===== src/rtl/vga_text_cursor_writer_if.sv =====
// Purpose: byte-stream input and character/attribute cell-write bundle for the text cursor writer.
// Latency: none, wires only.
// Backpressure: in_ready_o from the slave side stalls the byte stream; the write side has no stall.
interface vga_text_cursor_writer_if #(
  parameter int ADDR_W = 12,
  parameter int ATTR_W = 8
);
  logic              in_valid_i;
  logic              in_ready_o;
  logic [7:0]        in_char_i;
  logic [ATTR_W-1:0] in_attr_i;
  logic              mem_we_o;
  logic [ADDR_W-1:0] mem_addr_o;
  logic [7:0]        mem_char_o;
  logic [ATTR_W-1:0] mem_attr_o;

  // Writer side: consumes bytes, drives RAM writes.
  modport slave (
    input  in_valid_i, in_char_i, in_attr_i,
    output in_ready_o, mem_we_o, mem_addr_o, mem_char_o, mem_attr_o
  );

  // Feeder/RAM side.
  modport master (
    output in_valid_i, in_char_i, in_attr_i,
    input  in_ready_o, mem_we_o, mem_addr_o, mem_char_o, mem_attr_o
  );
endinterface


===== src/rtl/vga_text_cursor_writer.sv =====
// Purpose: text cursor that turns a char/control byte stream into 80x30 cell RAM writes.
// Latency: one cycle from byte acceptance to registered write; clear issues COLS*ROWS writes.
// Backpressure: in_ready_o low during reset and CLEAR. Optional VGA_WRITER_CLEAR_ON_RESET_EN blanks RAM after reset.
module vga_text_cursor_writer #(
  parameter int COLS   = 80,
  parameter int ROWS   = 30,
  parameter int ADDR_W = 12,
  parameter int ATTR_W = 8
) (
  input  logic                     clk,
  input  logic                     rst,
  vga_text_cursor_writer_if.slave  bus,
  output logic [6:0]               cur_x_o,
  output logic [4:0]               cur_y_o,
  output logic                     busy_o
);
  localparam int CNT_W = ADDR_W + 1;
  localparam logic [CNT_W-1:0] CELLS  = CNT_W'(COLS * ROWS);
  localparam logic [6:0]       X_LAST = 7'(COLS - 1);
  localparam logic [4:0]       Y_LAST = 5'(ROWS - 1);
  localparam logic [ATTR_W-1:0] ATTR_RST = ATTR_W'(8'h0F);

  typedef enum logic {S_IDLE, S_CLEAR} state_t;

`ifdef VGA_WRITER_CLEAR_ON_RESET_EN
  localparam state_t STATE_RST = S_CLEAR;
`else
  localparam state_t STATE_RST = S_IDLE;
`endif

  state_t            state_q, state_d;
  logic [CNT_W-1:0]  clr_cnt_q, clr_cnt_d;
  logic [6:0]        x_q, x_d;
  logic [4:0]        y_q, y_d;
  logic [ATTR_W-1:0] attr_q, attr_d;
  logic              we_q, we_d;
  logic [ADDR_W-1:0] addr_q, addr_d;
  logic [7:0]        char_q, char_d;
  logic [ATTR_W-1:0] wattr_q, wattr_d;
  logic              accept;
  logic              printable;

  function automatic logic [ADDR_W-1:0] cell_addr(input logic [6:0] x, input logic [4:0] y);
    return ADDR_W'(y) * ADDR_W'(COLS) + ADDR_W'(x);
  endfunction

  assign bus.in_ready_o = (state_q == S_IDLE) && !rst;
  assign accept         = bus.in_valid_i && bus.in_ready_o;
  assign printable      = !((bus.in_char_i < 8'h20) || (bus.in_char_i == 8'h7F));
  assign busy_o         = (state_q == S_CLEAR) && !rst;
  assign bus.mem_we_o   = we_q;
  assign bus.mem_addr_o = addr_q;
  assign bus.mem_char_o = char_q;
  assign bus.mem_attr_o = wattr_q;
  assign cur_x_o        = x_q;
  assign cur_y_o        = y_q;

  // State register; reset aborts any clear in progress.
  always_ff @(posedge clk) begin
    if (rst) state_q <= STATE_RST;
    else     state_q <= state_d;
  end

  // Next state: form feed starts a clear, clear ends one cycle after its last write.
  always_comb begin
    state_d = state_q;
    case (state_q)
      S_IDLE:  if (accept && bus.in_char_i == 8'h0C) state_d = S_CLEAR;
      S_CLEAR: if (clr_cnt_q == CELLS) state_d = S_IDLE;
      default: state_d = S_IDLE;
    endcase
  end

  // Outputs: next write, cursor move and clear progress for the coming edge.
  always_comb begin
    we_d      = 1'b0;
    addr_d    = '0;
    char_d    = '0;
    wattr_d   = '0;
    x_d       = x_q;
    y_d       = y_q;
    attr_d    = attr_q;
    clr_cnt_d = clr_cnt_q;
    case (state_q)
      S_IDLE: begin
        if (accept) begin
          attr_d = bus.in_attr_i;
          if (printable) begin
            we_d    = 1'b1;
            addr_d  = cell_addr(x_q, y_q);
            char_d  = bus.in_char_i;
            wattr_d = bus.in_attr_i;
            if (x_q == X_LAST) begin
              x_d = 7'd0;
              y_d = (y_q == Y_LAST) ? 5'd0 : y_q + 5'd1;
            end else begin
              x_d = x_q + 7'd1;
            end
          end else begin
            case (bus.in_char_i)
              8'h0A: begin
                x_d = 7'd0;
                y_d = (y_q == Y_LAST) ? 5'd0 : y_q + 5'd1;
              end
              8'h0D: x_d = 7'd0;
              8'h08: begin
                if (x_q != 7'd0) begin
                  x_d     = x_q - 7'd1;
                  we_d    = 1'b1;
                  addr_d  = cell_addr(x_q - 7'd1, y_q);
                  char_d  = 8'h20;
                  wattr_d = bus.in_attr_i;
                end
              end
              // Cell 0 is written on the accept edge so the first write lands next cycle.
              8'h0C: begin
                we_d      = 1'b1;
                addr_d    = '0;
                char_d    = 8'h20;
                wattr_d   = bus.in_attr_i;
                clr_cnt_d = CNT_W'(1);
              end
              default: ;
            endcase
          end
        end
      end
      S_CLEAR: begin
        if (clr_cnt_q == CELLS) begin
          x_d       = 7'd0;
          y_d       = 5'd0;
          clr_cnt_d = '0;
        end else begin
          we_d      = 1'b1;
          addr_d    = clr_cnt_q[ADDR_W-1:0];
          char_d    = 8'h20;
          wattr_d   = attr_q;
          clr_cnt_d = clr_cnt_q + CNT_W'(1);
        end
      end
      default: ;
    endcase
  end

  // Datapath registers: cursor, latched attribute, clear counter and write port.
  always_ff @(posedge clk) begin
    if (rst) begin
      x_q       <= 7'd0;
      y_q       <= 5'd0;
      attr_q    <= ATTR_RST;
      clr_cnt_q <= '0;
      we_q      <= 1'b0;
      addr_q    <= '0;
      char_q    <= '0;
      wattr_q   <= '0;
    end else begin
      x_q       <= x_d;
      y_q       <= y_d;
      attr_q    <= attr_d;
      clr_cnt_q <= clr_cnt_d;
      we_q      <= we_d;
      addr_q    <= addr_d;
      char_q    <= char_d;
      wattr_q   <= wattr_d;
    end
  end
endmodule

===== src/flat_wrapper.sv =====
// flat-port wrapper written by rule: the top's interface ports become plain ports
module vga_text_cursor_writer_flat 
#(
  parameter int COLS   = 80,
  parameter int ROWS   = 30,
  parameter int ADDR_W = 12,
  parameter int ATTR_W = 8
)
  (clk, rst, cur_x_o, cur_y_o, busy_o, bus_in_valid_i, bus_in_char_i, bus_in_attr_i, bus_in_ready_o, bus_mem_we_o, bus_mem_addr_o, bus_mem_char_o, bus_mem_attr_o);
  vga_text_cursor_writer_if #(.ADDR_W(ADDR_W), .ATTR_W(ATTR_W)) bus_i ();
  input  logic clk;
  input  logic rst;
  output logic [6:0] cur_x_o;
  output logic [4:0] cur_y_o;
  output logic busy_o;
  input wire logic [$bits(bus_i.in_valid_i)-1:0] bus_in_valid_i;
  input wire logic [$bits(bus_i.in_char_i)-1:0] bus_in_char_i;
  input wire logic [$bits(bus_i.in_attr_i)-1:0] bus_in_attr_i;
  output wire logic [$bits(bus_i.in_ready_o)-1:0] bus_in_ready_o;
  output wire logic [$bits(bus_i.mem_we_o)-1:0] bus_mem_we_o;
  output wire logic [$bits(bus_i.mem_addr_o)-1:0] bus_mem_addr_o;
  output wire logic [$bits(bus_i.mem_char_o)-1:0] bus_mem_char_o;
  output wire logic [$bits(bus_i.mem_attr_o)-1:0] bus_mem_attr_o;
  assign bus_i.in_valid_i = bus_in_valid_i;
  assign bus_i.in_char_i = bus_in_char_i;
  assign bus_i.in_attr_i = bus_in_attr_i;
  assign bus_in_ready_o = bus_i.in_ready_o;
  assign bus_mem_we_o = bus_i.mem_we_o;
  assign bus_mem_addr_o = bus_i.mem_addr_o;
  assign bus_mem_char_o = bus_i.mem_char_o;
  assign bus_mem_attr_o = bus_i.mem_attr_o;
  vga_text_cursor_writer #(.COLS(COLS), .ROWS(ROWS), .ADDR_W(ADDR_W), .ATTR_W(ATTR_W)) u_core (.clk(clk), .rst(rst), .bus(bus_i), .cur_x_o(cur_x_o), .cur_y_o(cur_y_o), .busy_o(busy_o));
endmodule

===== config.mk =====
export PLATFORM = sky130hd
export DESIGN_NAME = vga_text_cursor_writer_flat
export DESIGN_NICKNAME = d
export VERILOG_FILES = /design/src/rtl/vga_text_cursor_writer_if.sv /design/src/rtl/vga_text_cursor_writer.sv /design/src/flat_wrapper.sv
export SDC_FILE = /design/constraint.sdc
export NUM_CORES = 1
export LEC_CHECK = 0
export BUFFER_PORTS_ARGS = -buffer_cell sky130_fd_sc_hd__buf_2
export CELL_PAD_IN_SITES_DETAIL_PLACEMENT = 2
export CELL_PAD_IN_SITES_GLOBAL_PLACEMENT = 2
export CORE_UTILIZATION = 36
export CTS_CLUSTER_DIAMETER = 60
export CTS_CLUSTER_SIZE = 14
export DETAILED_ROUTE_END_ITERATION = 10
export GPL_TIMING_DRIVEN = 0
export PLACE_DENSITY_LB_ADDON = 0.1
export SLEW_MARGIN = 15
export SYNTH_ARGS = -nofsm -noshare
export SYNTH_HDL_FRONTEND = slang
export SYNTH_SLANG_ARGS = --single-unit

===== constraint.sdc =====
create_clock -name clk -period 7.2 [get_ports clk]
set_clock_uncertainty 0.2 [all_clocks]
set_input_delay 0.72 -clock clk [delete_from_list [all_inputs] [get_ports clk]]
set_output_delay 0.72 -clock clk [all_outputs]
set_load 0.02 [all_outputs]

==> results_dict.tcl <==
set metrics [dict create \
    worst_slew_pin_slew_ns 0.719 \
    resized_gates_after_cts 0 \
    cell_internal_power_uw 594 \
    rr_worst_depth 11 \
    worst_hold_path_type "reg2reg" \
    multi_input_area_um2 2220 \
    post-place-cells 632 \
    maximum_number_of_pins_on_one_net_before_global_route_repair 12 \
    regToRegSetupSlack_ns 3.92 \
    routed_wirelength_mm 13.5 \
    clock_latency_ns 0.35 \
    timing.final.crit_share_pct 45.6 \
    synth_top_flop_cell "sky130_fd_sc_hd__dfxtp_1" \
    grt_pass1_vias 3964 \
    die_height_um 103 \
    rsz0062_at_grt "false" \
    grt_first_pass_wirelength_mm 21.5 \
    hold-path-cell-count 2 \
    final-max-slew-violation-count 0 \
    timing.final.setup_violations 0 \
    min_from "u_core.attr_q[4]$_SDFFE_PP0P_" \
    clock_power_share_pct 41.5 \
    period_needed_ns 3.28 \
    cts_hold_buf 0 \
    cts_buffers 9 \
    async_reset_ff_share_pct 0 \
    p_sw_uw 243 \
    sw_frac_of_total_pct 29.1 \
    drc 0 \
    cts_buffer_depth 2 \
    antenna_found_initial 0 \
    crit_path_max_fanout 10 \
    power_density_nw_per_um2 192 \
    die_width_um 103 \
    timing.setup.tns_ns 0 \
    most-common-layout-cells "66 x sky130_fd_sc_hd__buf_2, 63 x sky130_fd_sc_hd__dfxtp_1, 43 x sky130_fd_sc_hd__nand2_1" \
    synthCells 439 \
    count_of_h_tree_levels_built_during_cts 3 \
    power.combinational.fraction_pct 14.8 \
    post_cts_buffers 0 \
    reg2reg_from "u_core.cur_x_o[2]$_SDFFE_PP0P_" \
    hold_viol 0 \
    most_common_cell_after_layout_fill_and_taps_aside "sky130_fd_sc_hd__buf_2" \
    io_buffers 60 \
    clock-sinks 63 \
    drive_above_1_share_pct 20.8 \
    num_vias 3800 \
    number_of_nets_in_the_synthesized_netlist 480 \
    die-area_um2 10600 \
    grt-ovfl-total 0 \
    placementRows 36 \
    place_congestion 0.909 \
    synth_seq_area_share_pct 34.2 \
    static_leakage_power_nw 1.82 \
    vias_per_cell 5.87 \
    cts.clk_slew.worst_paths_ns 0.08 \
    nFillCells 1135 \
    area.growth.synth_to_final_pct 18.4 \
    synthesis.area_per_instance_um2 8.39 \
    peakVddDrop_uv 98.6 \
    timing.max_slew.rel_slack_pct 52.0 \
    synth_enable_flop_cells 0 \
    maxCapViolations 0 \
    hpwl_mm 10.0 \
    hold_path_end "u_core.attr_q[4]$_SDFFE_PP0P_" \
    worst_ep_arrival_time_ns 3.32 \
    floorplan.initialDensity_pct 37.4 \
    postRouteAntennaNets 0 \
    endpoint_kind "flop" \
    drtIter0Drc 128 \
    synth_cell_type_count 73 \
    groute.usage.overall_pct 27.1 \
    design_power_total_uw 837 \
    dr.pass1.iters 4 \
    pin_count 62 \
    antenna_cells_inserted 0 \
    crit_path_start_kind "flop" \
    ys_warns 0 \
    number_of_nets_in_the_final_layout 551 \
    crit_required_ns 7.24 \
    routed_wire_length_per_instance_um 20.8 \
    netlist_area_um2 3680 \
    max_clock_freq_mhz 305 \
    synth-seq-cells 63 \
    seq_power_share_pct 43.7 \
    final-instance-count-excl-fill 647 \
    coreArea_um2 9860 \
    timing_worst_setup_path_type "reg2reg" \
    r2r_end "u_core.bus.mem_addr_o[7]$_SDFF_PP0_" \
    run_status "complete, no violations" \
    seq_area_um2 1260 \
    cts_root_buf "sky130_fd_sc_hd__clkbuf_8" \
    tritoncts "built" \
]
worst max-delay path, stage by stage (launching register included):
cell                       delay, ns
sky130_fd_sc_hd__dfxtp_1        0.38
sky130_fd_sc_hd__clkbuf_1       0.38
sky130_fd_sc_hd__nor3_1         0.14
sky130_fd_sc_hd__and3_1         0.22
sky130_fd_sc_hd__xnor2_1        0.32
sky130_fd_sc_hd__inv_1          0.10
sky130_fd_sc_hd__ha_1           0.28
sky130_fd_sc_hd__a21o_1         0.16
sky130_fd_sc_hd__a21oi_1        0.35
sky130_fd_sc_hd__nand2b_1       0.13
sky130_fd_sc_hd__and3_1         0.20
sky130_fd_sc_hd__o31ai_1        0.30
layout make-up:
cell class              instances  share of cell area, %
plain buffers                  23                   2.93
clock buffers                   9                   2.84
clock inverters                 6                   1.98
inverters                      19                   1.64
multi-input cells             334                   51.0
flip-flops and latches         63                   28.9
well taps                     133                   3.82
repair buffers                 60                   6.88
cell usage after synthesis (4+ instances only):
| library cell | instances | area [um2] |
|---|---|---|
| sky130_fd_sc_hd__dfxtp_1 | 63 | 1260 |
| sky130_fd_sc_hd__nand2_1 | 43 | 161 |
| sky130_fd_sc_hd__nor2_1 | 41 | 154 |
| sky130_fd_sc_hd__a21oi_1 | 39 | 195 |
| sky130_fd_sc_hd__ha_1 | 19 | 238 |
| sky130_fd_sc_hd__inv_1 | 19 | 71.3 |
| sky130_fd_sc_hd__o21ai_0 | 17 | 85.1 |
| sky130_fd_sc_hd__clkbuf_1 | 11 | 41.3 |
| sky130_fd_sc_hd__nand3_1 | 11 | 55.1 |
| sky130_fd_sc_hd__and3_1 | 10 | 62.6 |
| sky130_fd_sc_hd__nor3_1 | 10 | 50.1 |
| sky130_fd_sc_hd__a32oi_1 | 9 | 78.8 |
| sky130_fd_sc_hd__xnor2_1 | 8 | 70.1 |
| sky130_fd_sc_hd__a211oi_1 | 7 | 52.6 |
| sky130_fd_sc_hd__a21o_1 | 7 | 52.6 |
| sky130_fd_sc_hd__a22oi_1 | 7 | 52.6 |
| sky130_fd_sc_hd__a41oi_1 | 7 | 61.3 |
| sky130_fd_sc_hd__nand4_1 | 7 | 43.8 |
| sky130_fd_sc_hd__a31oi_1 | 6 | 37.5 |
| sky130_fd_sc_hd__buf_2 | 6 | 30.0 |
| sky130_fd_sc_hd__nand3b_1 | 5 | 37.5 |
| sky130_fd_sc_hd__buf_6 | 4 | 45.0 |
| sky130_fd_sc_hd__o311ai_0 | 4 | 35.0 |
power groups by stage:
| stage | sequential [mW] | combinational [mW] | clock [mW] |
|---|---|---|---|
| global placement | 0.373 | 0.116 | 0 |
| finish | 0.366 | 0.124 | 0.347 |
| CTS | 0.366 | 0.123 | 0.353 |
| detailed placement | 0.374 | 0.122 | 0 |
| floorplan | 0.380 | 0.0705 | 0 |
| global route | 0.367 | 0.136 | 0.368 |
stage by stage:
step           worst slack (ns)  hold slack [ns]  cell area [um2]  utilization, %
2_1_floorplan              4.36            0.236             3680               -
3_3_place_gp               4.07            0.243             4150            42.1
3_5_place_dp               3.97            0.254             4150            42.1
4_1_cts                    3.93            0.265             4360            44.2
5_1_grt                    3.75            0.295             4360            44.2
6_report                   3.92            0.264             4360            44.2
registers in the layout, indices dropped and copies added, names as in the netlist:
| name | cells |
|---|---|
| u_core.clr_cnt_q | 13 |
| u_core.state_q | 1 |
| u_core.bus.mem_we_o | 1 |
| u_core.bus.mem_char_o | 8 |
| u_core.cur_x_o | 7 |
| u_core.cur_y_o | 5 |
| u_core.bus.mem_attr_o | 8 |
| u_core.attr_q | 8 |
| u_core.bus.mem_addr_o | 12 |
cell families after synthesis:
| kind of cell | Yosys count | share of synthesized area, % |
|---|---|---|
| and+or+nand+nor | 164 | 23.7 |
| AOI/OAI and AO/OA | 134 | 25.1 |
| DFF | 63 | 34.2 |
| buffers and inverters | 42 | 5.40 |
| adders and majority gates | 22 | 8.08 |
| xor gates and xnor gates | 11 | 2.61 |
| muxes | 3 | 0.951 |
layer usage:
layer | vias to the layer above | global-route usage [%] | wire length (um)
met2 | 98 | 46.7 | 6630
met1 | 1900 | 34.5 | 6040
li1 | 1774 | - | -
met4 | 0 | 9.64 | 347
met3 | 28 | 4.23 | 465
met5 | - | 0 | 0
worst max-delay path by stage:
stage / startpoint / end
2_1_floorplan: u_core.cur_x_o[2]$_SDFFE_PP0P_ / u_core.bus.mem_addr_o[9]$_SDFF_PP0_
3_3_place_gp: u_core.cur_x_o[2]$_SDFFE_PP0P_ / u_core.bus.mem_addr_o[9]$_SDFF_PP0_
3_5_place_dp: u_core.cur_x_o[2]$_SDFFE_PP0P_ / u_core.bus.mem_addr_o[7]$_SDFF_PP0_
4_1_cts: u_core.cur_x_o[2]$_SDFFE_PP0P_ / u_core.bus.mem_addr_o[7]$_SDFF_PP0_
5_1_grt: u_core.cur_x_o[2]$_SDFFE_PP0P_ / u_core.bus.mem_addr_o[7]$_SDFF_PP0_
6_report: u_core.cur_x_o[2]$_SDFFE_PP0P_ / u_core.bus.mem_addr_o[7]$_SDFF_PP0_
(Power assumes the default switching activity.)
